==> config.mk <==
export PLATFORM = sky130hd
export DESIGN_NAME = ddr3_reset_n_seq
export DESIGN_NICKNAME = d
export VERILOG_FILES = /design/src/rtl/ddr3_reset_n_seq.sv
export SDC_FILE = /design/constraint.sdc
export NUM_CORES = 1
export LEC_CHECK = 0
export BUFFER_PORTS_ARGS = -buffer_cell sky130_fd_sc_hd__clkbuf_2
export CORE_UTILIZATION = 52
export DETAILED_ROUTE_END_ITERATION = 10
export PLACE_DENSITY = 0.74
export SLEW_MARGIN = 0
export SYNTH_ARGS = -nofsm -noshare
export SYNTH_HDL_FRONTEND = slang
export SYNTH_SLANG_ARGS = --single-unit
==> constraint.sdc <==
create_clock -name FAB_CLK -period 2.4 [get_ports FAB_CLK]
set_input_delay 0.6 -clock FAB_CLK [delete_from_list [all_inputs] [get_ports FAB_CLK]]
set_output_delay 0.6 -clock FAB_CLK [all_outputs]
set_load 0.05 [all_outputs]
==> src/rtl/ddr3_reset_n_seq.sv <==
// DDR3 RESET_N lane power-up sequencer: loads and trims the IOD delay line, holds
// RESET_N low, releases it, waits out the reset-to-CKE interval, then grants CKE.
module ddr3_reset_n_seq #(
    parameter int RST_LOW_CYC  = 20000,
    parameter int CKE_WAIT_CYC = 50000,
    parameter int TAP_STEPS    = 0
) (
    input  logic       FAB_CLK,
    input  logic       ARST_N,
    input  logic       START,
    input  logic       TAP_DIR,
    input  logic       DELAY_LINE_OUT_OF_RANGE_0,
    output logic [3:0] TX_DATA_0,
    output logic [3:0] OE_DATA_0,
    output logic       DELAY_LINE_LOAD_0,
    output logic       DELAY_LINE_MOVE_0,
    output logic       DELAY_LINE_DIRECTION_0,
    output logic       CKE_EN,
    output logic       BUSY,
    output logic       DONE,
    output logic       ERR
);
    localparam int MAX_CYC = (RST_LOW_CYC > CKE_WAIT_CYC) ? RST_LOW_CYC : CKE_WAIT_CYC;
    localparam int CNT_W   = $clog2(MAX_CYC + 1);

    // Counters hold "cycles remaining after this one", so they are loaded with N-1.
    localparam logic [CNT_W-1:0] RST_LOW_LAST  = CNT_W'(RST_LOW_CYC - 1);
    localparam logic [CNT_W-1:0] CKE_WAIT_LAST = CNT_W'(CKE_WAIT_CYC - 1);
    localparam logic [7:0]       TAP_LAST      = 8'(TAP_STEPS - 1);

    typedef enum logic [2:0] {
        S_IDLE,
        S_LOAD,
        S_TRIM,
        S_RST_LOW,
        S_RST_WAIT,
        S_READY
    } state_t;

    state_t           r_state;
    logic [CNT_W-1:0] r_cnt;
    logic [7:0]       r_tap_cnt;
    logic [3:0]       r_tx;
    logic [3:0]       r_oe;
    logic             r_load;
    logic             r_move;
    logic             r_dir;
    logic             r_cke;
    logic             r_busy;
    logic             r_done;
    logic             r_err;

    always_ff @(posedge FAB_CLK or negedge ARST_N) begin
        if (!ARST_N) begin
            r_state   <= S_IDLE;
            r_cnt     <= '0;
            r_tap_cnt <= '0;
            r_tx      <= 4'h0;
            r_oe      <= 4'hF;
            r_load    <= 1'b0;
            r_move    <= 1'b0;
            r_dir     <= 1'b0;
            r_cke     <= 1'b0;
            r_busy    <= 1'b0;
            r_done    <= 1'b0;
            r_err     <= 1'b0;
        end else begin
            r_oe   <= 4'hF;
            r_load <= 1'b0;
            r_move <= 1'b0;
            case (r_state)
                S_IDLE, S_READY: begin
                    if (START) begin
                        r_state <= S_LOAD;
                        r_load  <= 1'b1;
                        r_tx    <= 4'h0;
                        r_busy  <= 1'b1;
                        r_done  <= 1'b0;
                        r_cke   <= 1'b0;
                        r_err   <= 1'b0;
                        r_dir   <= TAP_DIR;
                    end
                end
                S_LOAD: begin
                    if (TAP_STEPS > 0) begin
                        r_state   <= S_TRIM;
                        r_move    <= 1'b1;
                        r_tap_cnt <= TAP_LAST;
                    end else begin
                        r_state <= S_RST_LOW;
                        r_cnt   <= RST_LOW_LAST;
                    end
                end
                S_TRIM: begin
                    // Saturation aborts the trim; a pulse on the wire this cycle still ends normally.
                    if (DELAY_LINE_OUT_OF_RANGE_0) begin
                        r_err   <= 1'b1;
                        r_state <= S_RST_LOW;
                        r_cnt   <= RST_LOW_LAST;
                    end else if (!r_move) begin
                        if (r_tap_cnt == 8'd0) begin
                            r_state <= S_RST_LOW;
                            r_cnt   <= RST_LOW_LAST;
                        end else begin
                            r_move    <= 1'b1;
                            r_tap_cnt <= r_tap_cnt - 8'd1;
                        end
                    end
                end
                S_RST_LOW: begin
                    if (r_cnt == '0) begin
                        r_state <= S_RST_WAIT;
                        r_tx    <= 4'hF;
                        r_cnt   <= CKE_WAIT_LAST;
                    end else begin
                        r_cnt <= r_cnt - 1'b1;
                    end
                end
                S_RST_WAIT: begin
                    if (r_cnt == '0) begin
                        r_state <= S_READY;
                        r_busy  <= 1'b0;
                        r_done  <= 1'b1;
                        r_cke   <= 1'b1;
                    end else begin
                        r_cnt <= r_cnt - 1'b1;
                    end
                end
                default: r_state <= S_IDLE;
            endcase
        end
    end

    assign TX_DATA_0              = r_tx;
    assign OE_DATA_0              = r_oe;
    assign DELAY_LINE_LOAD_0      = r_load;
    assign DELAY_LINE_MOVE_0      = r_move;
    assign DELAY_LINE_DIRECTION_0 = r_dir;
    assign CKE_EN                 = r_cke;
    assign BUSY                   = r_busy;
    assign DONE                   = r_done;
    assign ERR                    = r_err;

endmodule

==> results of run 1 <==
==> how the worst max path moves through the flow <==
| stage | end | slack (ps) | cells past startpoint |
|---|---|---|---|
| 6_report | r_cnt[8]$_DFFE_PN0P_ | 60 | 5 |
| 2_1_floorplan | r_cnt[8]$_DFFE_PN0P_ | 140 | 5 |
| 3_5_place_dp | r_cnt[8]$_DFFE_PN0P_ | 70 | 5 |
| 3_3_place_gp | r_cnt[8]$_DFFE_PN0P_ | 110 | 5 |
| 5_1_grt | r_cnt[8]$_DFFE_PN0P_ | 2 | 5 |
| 4_1_cts | r_cnt[8]$_DFFE_PN0P_ | 60 | 5 |
==> layer usage <==
| layer | vias to the layer above | routed length (um) |
|---|---|---|
| li1 | 794 | - |
| met2 | 75 | 2030 |
| met4 | 0 | 88 |
| met5 | - | 0 |
| met3 | 16 | 259 |
| met1 | 813 | 1840 |
==> Yosys cell counts, types with 2 or more instances <==
cell type,count
nor3_1,9
xnor2_1,5
and2_1,2
and3_1,2
clkbuf_1,2
nor2_1,14
ha_1,4
nand2b_1,4
dfrtp_1,34
nor4_1,4
or3_1,4
inv_1,9
o41ai_1,3
nand2_1,15
o22a_1,4
a21oi_2,3
a31oi_1,2
or3_4,2
xor2_1,2
o21ai_0,12
buf_4,9
a21oi_1,18
or4_1,3
or4_4,2
o31ai_1,3
nand3_1,9
buf_2,3
==> layout by cell type (no fill, tap or decap), types with 2 or more instances in the layout <==
master     n
dfrtp_1   34
a21oi_1   18
nand2_1   15
clkbuf_2  15
buf_4     15
nor2_1    14
o21ai_0   12
inv_1      9
nand3_1    9
nor3_1     9
clkbuf_8   6
xnor2_1    5
nand2b_1   4
nor4_1     4
or3_1      4
o22a_1     4
ha_1       4
conb_1     4
or4_1      3
a21oi_2    3
o41ai_1    3
o31ai_1    3
and2_1     2
and3_1     2
xor2_1     2
or3_4      2
or4_4      2
a31oi_1    2
==> cell families after synthesis <==
group           Yosys count  synth area share (%)
compound gates           57                  20.4
xor+xnor                  7                  3.19
fa+ha+maj                 4                  2.60
buf+inv                  24                  6.63
flops                    34                  44.2
mux                       1                 0.585
other cells               1                 0.195
simple gates             78                  22.2
==> metrics by stage <==
stage	setup WS [ps]	hold slack, ps
3_5_place_dp	65.3	474
6_report	60.2	392
4_1_cts	59.4	426
2_1_floorplan	138	304
3_3_place_gp	107	456
5_1_grt	1.67	483
==> area by class of cell <==
cell class	instances	area, um2	area share, %
Clock inverter	1	5.00	0.230
Sequential cell	34	851	39.0
Tap cell	46	57.6	2.64
Timing Repair Buffer	30	188	8.61
Multi-Input combinational cell	151	958	44.0
Inverter	9	33.8	1.55
Clock buffer	7	86.3	3.96
==> worst register-to-register path, delay by kind of cell (launching register included) <==
| family | cells | cell delay, ps |
|---|---|---|
| flip-flops | 1 | 400 |
| AND/OR/NAND/NOR | 3 | 1590 |
| AO/OA/AOI/OAI | 2 | 290 |
==> state kept, by name, summed over array words and instances (netlist names) <==
| register | cells |
|---|---|
| DONE | 1 |
| r_cnt | 16 |
| r_state | 3 |
| ERR | 1 |
| r_tap_cnt | 8 |
| BUSY | 1 |
| DELAY_LINE_LOAD_0 | 1 |
| DELAY_LINE_MOVE_0 | 1 |
| TX_DATA_0 | 1 |
| DELAY_LINE_DIRECTION_0 | 1 |
==> power by group <==
group / internal (mW) / switching, mW
combinational: 0.00259 / 0.0261
clock: 0.231 / 0.202
sequential: 0.573 / 0
==> impl_results.md, run 1 <==
* Status: finished, final reports clean
* Post-synthesis async set-or-reset flop share at 100%
* Synthesized area per cell at just over 9 um2
* Hold/Removal Path Class: in2async
* Sequential fraction of the synthesis area at between 40 and 50%
* Leakage power at 0.978 nW
* Die height at about 63 um
* CP cell instances: or3_4 > or4_4 > or4_4 > a21oi_2 > a2bb2oi_2
* Total core area at 3440 um2
* Synth top area share at 44.2%
* Slowest stage delay, CP at around 600 ps
* Unrepaired setup endpoints after global routing: false
* Cts bufs inserted at 5
* Top post-synthesis cells by area: dfrtp_1 (44%), a21oi_1 (4.7%), buf_4 (3.5%)
* Grt met2 use at a little under two fifths
* Grt ovf at 0
* Worst rel slew slack at between 40% and 50%
* WL per Instance at around 15 um
* Vias in the first global route at 1610
* Cell family with most CP delay: simple AND/OR/NAND/NOR gates
* GR Util met1 at around 30%
* First-pass GRT wire length at between 7 and 8 mm
* Main synth FF type: dfrtp_1
* Final TNS setup at 0 ps
* Clk sinks at 34
* Worst Path Class, Setup: reg2reg
* Die area at roughly 3900 um2
* R2r endpoint: r_cnt[8]$_DFFE_PN0P_
* CTS Hold Bufs at 0
* Post-synth EDFFs at 0
* Crit end category: register
* Max Clock Skew at slightly below 9 ps
* Dpl hpwl at 3.14 mm
* Fill cells at just under 300
* Die X-Extent at ~63 um
* Fmax at 427 MHz
* Post-Layout Cell Count at 278
* Critical path required time at between 2000 and 3000 ps
* Vias per cell at 6.11
* Worst r2r src: r_cnt[4]$_DFFE_PN0P_
* Yosys reg bits at 34
* Maximum fanout along the worst path at 5
* # IOs at 20
* Worst-margin pin slew at 816 ps
* # setup viols final at 0
* Port Buffers at 15
* Row count at 21
* Max_cap viols at 0
* H-tree depth at 2
* Tot Pwr at between 1 and 1.5 mW
* Worst R2R Path Depth at 5
* Fin crit share at between 90% and 100%
* Most frequent CP cell: or4_4
* Cells after DPL at 270
* Clock tree buffer depth at 2
* Warnings, synthesis at 0
* DRT Pass-1 Iters at 5
* Fin util at roughly 63%
* ANT nets after route at 0
* Worst path slowest cell: or4_4
* CTS-repair resized insts at 0
* Peak supply drop at 0.298 mV
* Min cycle time layout at 2340 ps
* Final Instance Area at 2180 um2
* Initial antenna violation count at 0
* GPL Wtd Cong at roughly 0.99
* Startpoint Class: register
* Layout cells sized above 1 at between 20% and 30%
* Yosys top cell by area: dfrtp_1
* CTS tree: yes
* Cell count after synthesis at between 200 and 250
* WP buf/inv at 0
* Starting Density at a little under three fifths
* P&R area growth vs syn at 13.3%
* Placement Cell Area at ~2100 um2
* # Post-CTS Setup Buffers at 0
* Largest net degree at the start of global routing at 35
* Crit path from: r_cnt[4]$_DFFE_PN0P_
* Cell area after synthesis at a little under 2000 um2
* Inserted Diodes at 0
* Distinct cells, synth at 50
* DR iter-0 viols at 134
* CP arrival at roughly 2600 ps
* Flop-to-flop setup slack at around 60 ps
* M3 GR Usage at under 10%
* GRT Util Overall at a little under a quarter
* Most used routing layer: met2
* Final hold violations at 0
* Clk root buf: clkbuf_8
* Fin. max-slew vios at 0
* Total number of vias at around 1700
* Worst skew pair latency at just under 300 ps
* Fin nets at 240
* Drt drc at 0
* Pwr dens at 475 nW/um2
* Routed wire length at between 4 and 5 mm
* Worst-path clk slew at roughly 70 ps
No activity file was read; power rests on OpenSTA's default activity.
==> inputs of run 2 (changes only) <==
--- a/config.mk
+++ b/config.mk
@@ -5,8 +5,9 @@
 export SDC_FILE = /design/constraint.sdc
 export NUM_CORES = 1
 export LEC_CHECK = 0
+export ABC_AREA = 1
 export BUFFER_PORTS_ARGS = -buffer_cell sky130_fd_sc_hd__clkbuf_2
-export CORE_UTILIZATION = 52
+export CORE_UTILIZATION = 53
 export DETAILED_ROUTE_END_ITERATION = 10
 export PLACE_DENSITY = 0.74
 export SLEW_MARGIN = 0
==> impl_results.md, run 2 <==
* Synthesized area per cell at 6.98 um2 (was 9.34 um2)
* Total core area at 3800 um2 (was 3440 um2)
* Max_cap viols at 0 (unchanged)
* Warnings, synthesis at 0 (unchanged)
* Cell Int Power at 1.39 mW (was 807 uW)
* P&R area growth vs syn at 7.70% (was 13.3%)
* Synth top area share at 39.1% (was 44.2%)
* Hold/Removal Path Class: in2async (unchanged)
* Distinct cells, synth at 28 (was 50)
* Die area at 4370 um2 (was 3950 um2)
* Final hold violations at 0 (unchanged)
* Fmax at 548 MHz (was 427 MHz)
* Dpl ws at 596 ps (was 65.3 ps)
* Clk root buf: clkbuf_8 (unchanged)
* Die X-Extent at 66.1 um (was 62.8 um)
* # Post-CTS Setup Buffers at 0 (unchanged)
* Cts bufs inserted at 5 (unchanged)
* Most common cell after layout, fill and taps aside: nand2_1 (was dfrtp_1)
* Largest Register: r_cnt (unchanged)
* Die height at 66.1 um (was 62.8 um)
* First-pass GRT wire length at 7.69 mm (was 7.23 mm)
* Worst rel slew slack at 65.2% (was 45.6%)
* Drt drc at 0 (unchanged)
* Clock power frac at 15.8% (was 41.8%)
* Vias per cell at 5.10 (was 6.11)
* Post-route worst setup slack at 576 ps (was 60.2 ps)
* Unrepaired setup endpoints after global routing: false (unchanged)
* Top post-synthesis cells by area: dfrtp_1 (39%), nand2_1 (18%), inv_1 (6.7%) (was dfrtp_1 (44%), a21oi_1 (4.7%), buf_4 (3.5%))
* DR iter-0 viols at 131 (was 134)
* Post-synth EDFFs at 0 (unchanged)
* Sequential fraction of the synthesis area at 39.1% (was 44.2%)
* Most frequent CP cell: nand2_1 (was or4_4)
* Synth top cells by count: nand2_1 (103), inv_1 (39), nor2_1 (36) (was dfrtp_1 (34), a21oi_1 (18), nand2_1 (15))
* Worst path slowest cell: dfrtp_1 (was or4_4)
* Worst Path Class, Setup: reg2reg (unchanged)
* CP cell instances: inv_1 > ha_1 > nand2_1 > nor2_1 > nand4_1 > nand2_1 > nand2_4 > inv_2 > nand2_1 > o21ai_2 (was or3_4 > or4_4 > or4_4 > a21oi_2 > a2bb2oi_2)
* Main synth FF type: dfrtp_1 (unchanged)
* CP arrival at 2030 ps (was 2560 ps)
* Switch Pwr at 1.30 mW (was 228 uW)
* Port Buffers at 15 (unchanged)
* Layout cells sized above 1 at 11.2% (was 22.0%)
* Fin Hold WS at 331 ps (was 392 ps)
* Maximum fanout along the worst path at 15 (was 5)
* Largest register FFs at 16 (unchanged)
* Flop-to-flop setup slack at 580 ps (was 60 ps)
* ANT nets after route at 0 (unchanged)
* Vias in the first global route at 1798 (was 1610)
* Cell family with most CP delay: simple AND/OR/NAND/NOR gates (unchanged)
* Row count at 22 (was 21)
* Worst-path clk slew at 70 ps (about the same)
* Slowest stage delay, CP at 390 ps (was 590 ps)
* WP buf/inv at 2 (was 0)
* # IOs at 20 (unchanged)
* Worst-margin pin slew at 522 ps (was 816 ps)
* Min cycle time layout at 1820 ps (was 2340 ps)
* Starting Density at 57.3% (was 55.9%)
* Fin. max-slew vios at 0 (unchanged)
* # setup viols final at 0 (unchanged)
* Final TNS setup at 0 ps (unchanged)
* Max Clock Skew at 9.02 ps (was 8.73 ps)
* Total number of vias at 1923 (was 1698)
* Yosys top cell by area: dfrtp_1 (unchanged)
* Clk sinks at 34 (unchanged)
* Largest net degree at the start of global routing at 35 (unchanged)
* Initial antenna violation count at 0 (unchanged)
* CTS Hold Bufs at 0 (unchanged)
* Grt ovf at 0 (unchanged)
* Routed wire length at 4.30 mm (was 4.21 mm)
* Peak supply drop at 0.719 mV (was 0.298 mV)
* Fill cells at 349 (was 295)
* Dpl hpwl at 3.25 mm (was 3.14 mm)
* Cell count after synthesis at 312 (was 206)
* Logic gate share of total power at 50.9% (was 2.8%)
* Pwr dens at 1150 nW/um2 (was 475 nW/um2)
* H-tree depth at 2 (unchanged)
* Fin nets at 337 (was 240)
* Crit end category: register (unchanged)
* Startpoint Class: register (unchanged)
* Largest regs: r_cnt x16, r_tap_cnt x8, r_state x3 (unchanged)
* GPL Wtd Cong at 0.925 (was 0.986)
* Cell area after synthesis at 2180 um2 (was 1920 um2)
* Inserted Diodes at 0 (unchanged)
* Sequential power share at 33.3% (was 55.4%)
* Worst skew pair latency at 280 ps (was 290 ps)
* Sw Share at 48.4% (was 22.0%)
* Post-synthesis async set-or-reset flop share at 100% (unchanged)
* Clock tree buffer depth at 2 (unchanged)
* Most frequent cell after synthesis: nand2_1 (was dfrtp_1)
* Critical path required time at 2610 ps (was 2620 ps)
* Commonest non-fill, non-tap cells in the layout: nand2_1 (103), inv_1 (39), nor2_1 (36) (was dfrtp_1 (34), a21oi_1 (18), nand2_1 (15), clkbuf_2 (15), buf_4 (15))
* DRT Pass-1 Iters at 4 (was 5)
* GRT Util Overall at 23.1% (was 23.5%)
* Fin crit share at 76.0% (was 97.5%)
* Status: finished, final reports clean (unchanged)
* Yosys reg bits at 34 (unchanged)
* WL per Instance at 11.4 um (was 15.2 um)
* CTS-repair resized insts at 0 (unchanged)
* CTS tree: yes (unchanged)
* Leakage power at 1.29 nW (was 0.978 nW)
run 2: cell count changes after synthesis, moves of 15 or more:
| cell | previous run | this run |
|---|---|---|
| nand2_1 | 15 | 103 |
| inv_1 | 9 | 39 |
| nand3_1 | 9 | 28 |
| nor2_1 | 14 | 36 |
| a21oi_1 | 18 | 3 |
run 2: worst register-to-register path: cells and delay by family, from the launching register on:
family	cells	cell delay, ps
compound gates	1	60
flops	1	390
fa+ha+maj	1	160
buf+inv	2	330
simple gates	6	820
run 2: power by group through the flow:
stage | Combinational, mW | Sequential, mW | Clock (mW)
floorplan | 0.993 | 1.02 | 0
global placement | 1.34 | 0.897 | 0
detailed placement | 1.37 | 0.903 | 0
CTS | 1.37 | 0.893 | 0.441
global route | 1.56 | 0.915 | 0.465
finish | 1.37 | 0.895 | 0.425
run 2: layout make-up:
type | instances | area (um2) | area share [%]
well taps | 48 | 60.1 | 2.56
flip-flops and latches | 34 | 851 | 36.3
repair buffers | 17 | 90.1 | 3.84
inverters | 41 | 154 | 6.56
clock inverters | 1 | 5.00 | 0.213
clock buffers | 7 | 86.3 | 3.68
multi-input cells | 229 | 1100 | 46.9
run 2: stage by stage:
stage / cells / total power [mW] / instance area, um2 / util [%]
2_1_floorplan: 315 / 2.02 / 2190 / -
3_3_place_gp: 369 / 2.24 / 2250 / 59.4
3_5_place_dp: 369 / 2.27 / 2250 / 59.4
4_1_cts: 377 / 2.71 / 2350 / 61.8
5_1_grt: 377 / 2.94 / 2350 / 61.8
6_report: 377 / 2.69 / 2350 / 61.8
run 2: path summary, 6_finish.rpt:
check | startpoint | end | cells after the start
max reg2reg | r_tap_cnt[0]$_DFFE_PN0P_ | r_cnt[5]$_DFFE_PN0P_ | 10
max | r_tap_cnt[0]$_DFFE_PN0P_ | r_cnt[5]$_DFFE_PN0P_ | 10
max in group asynchronous | ARST_N | r_cnt[13]$_DFFE_PN0P_ | 2
min | ARST_N | r_tap_cnt[5]$_DFFE_PN0P_ | 2
min reg2reg | r_tap_cnt[0]$_DFFE_PN0P_ | r_tap_cnt[0]$_DFFE_PN0P_ | 1
min in group FAB_CLK | r_tap_cnt[0]$_DFFE_PN0P_ | r_tap_cnt[0]$_DFFE_PN0P_ | 1
run 2: cells by family (layout without fill, tap and decap cells):
group | count (synthesis) | count (layout) | share of synthesized area, %
AOI/OAI and AO/OA | 24 | 24 | 6.20
xor gates and xnor gates | 10 | 10 | 4.02
adders and majority gates | 4 | 4 | 2.30
buffers and inverters | 52 | 66 | 11.0
DFF | 34 | 34 | 39.1
other | 1 | 4 | 0.172
and+or+nand+nor | 187 | 187 | 37.3
run 2: routing by layer:
metal | up-vias | GRT usage, % | routed length [um]
met5 | - | 0 | 0
met4 | 0 | 7.45 | 51
met3 | 5 | 4.66 | 225
met2 | 55 | 37.6 | 1950
met1 | 871 | 30.6 | 2080
li1 | 992 | - | -
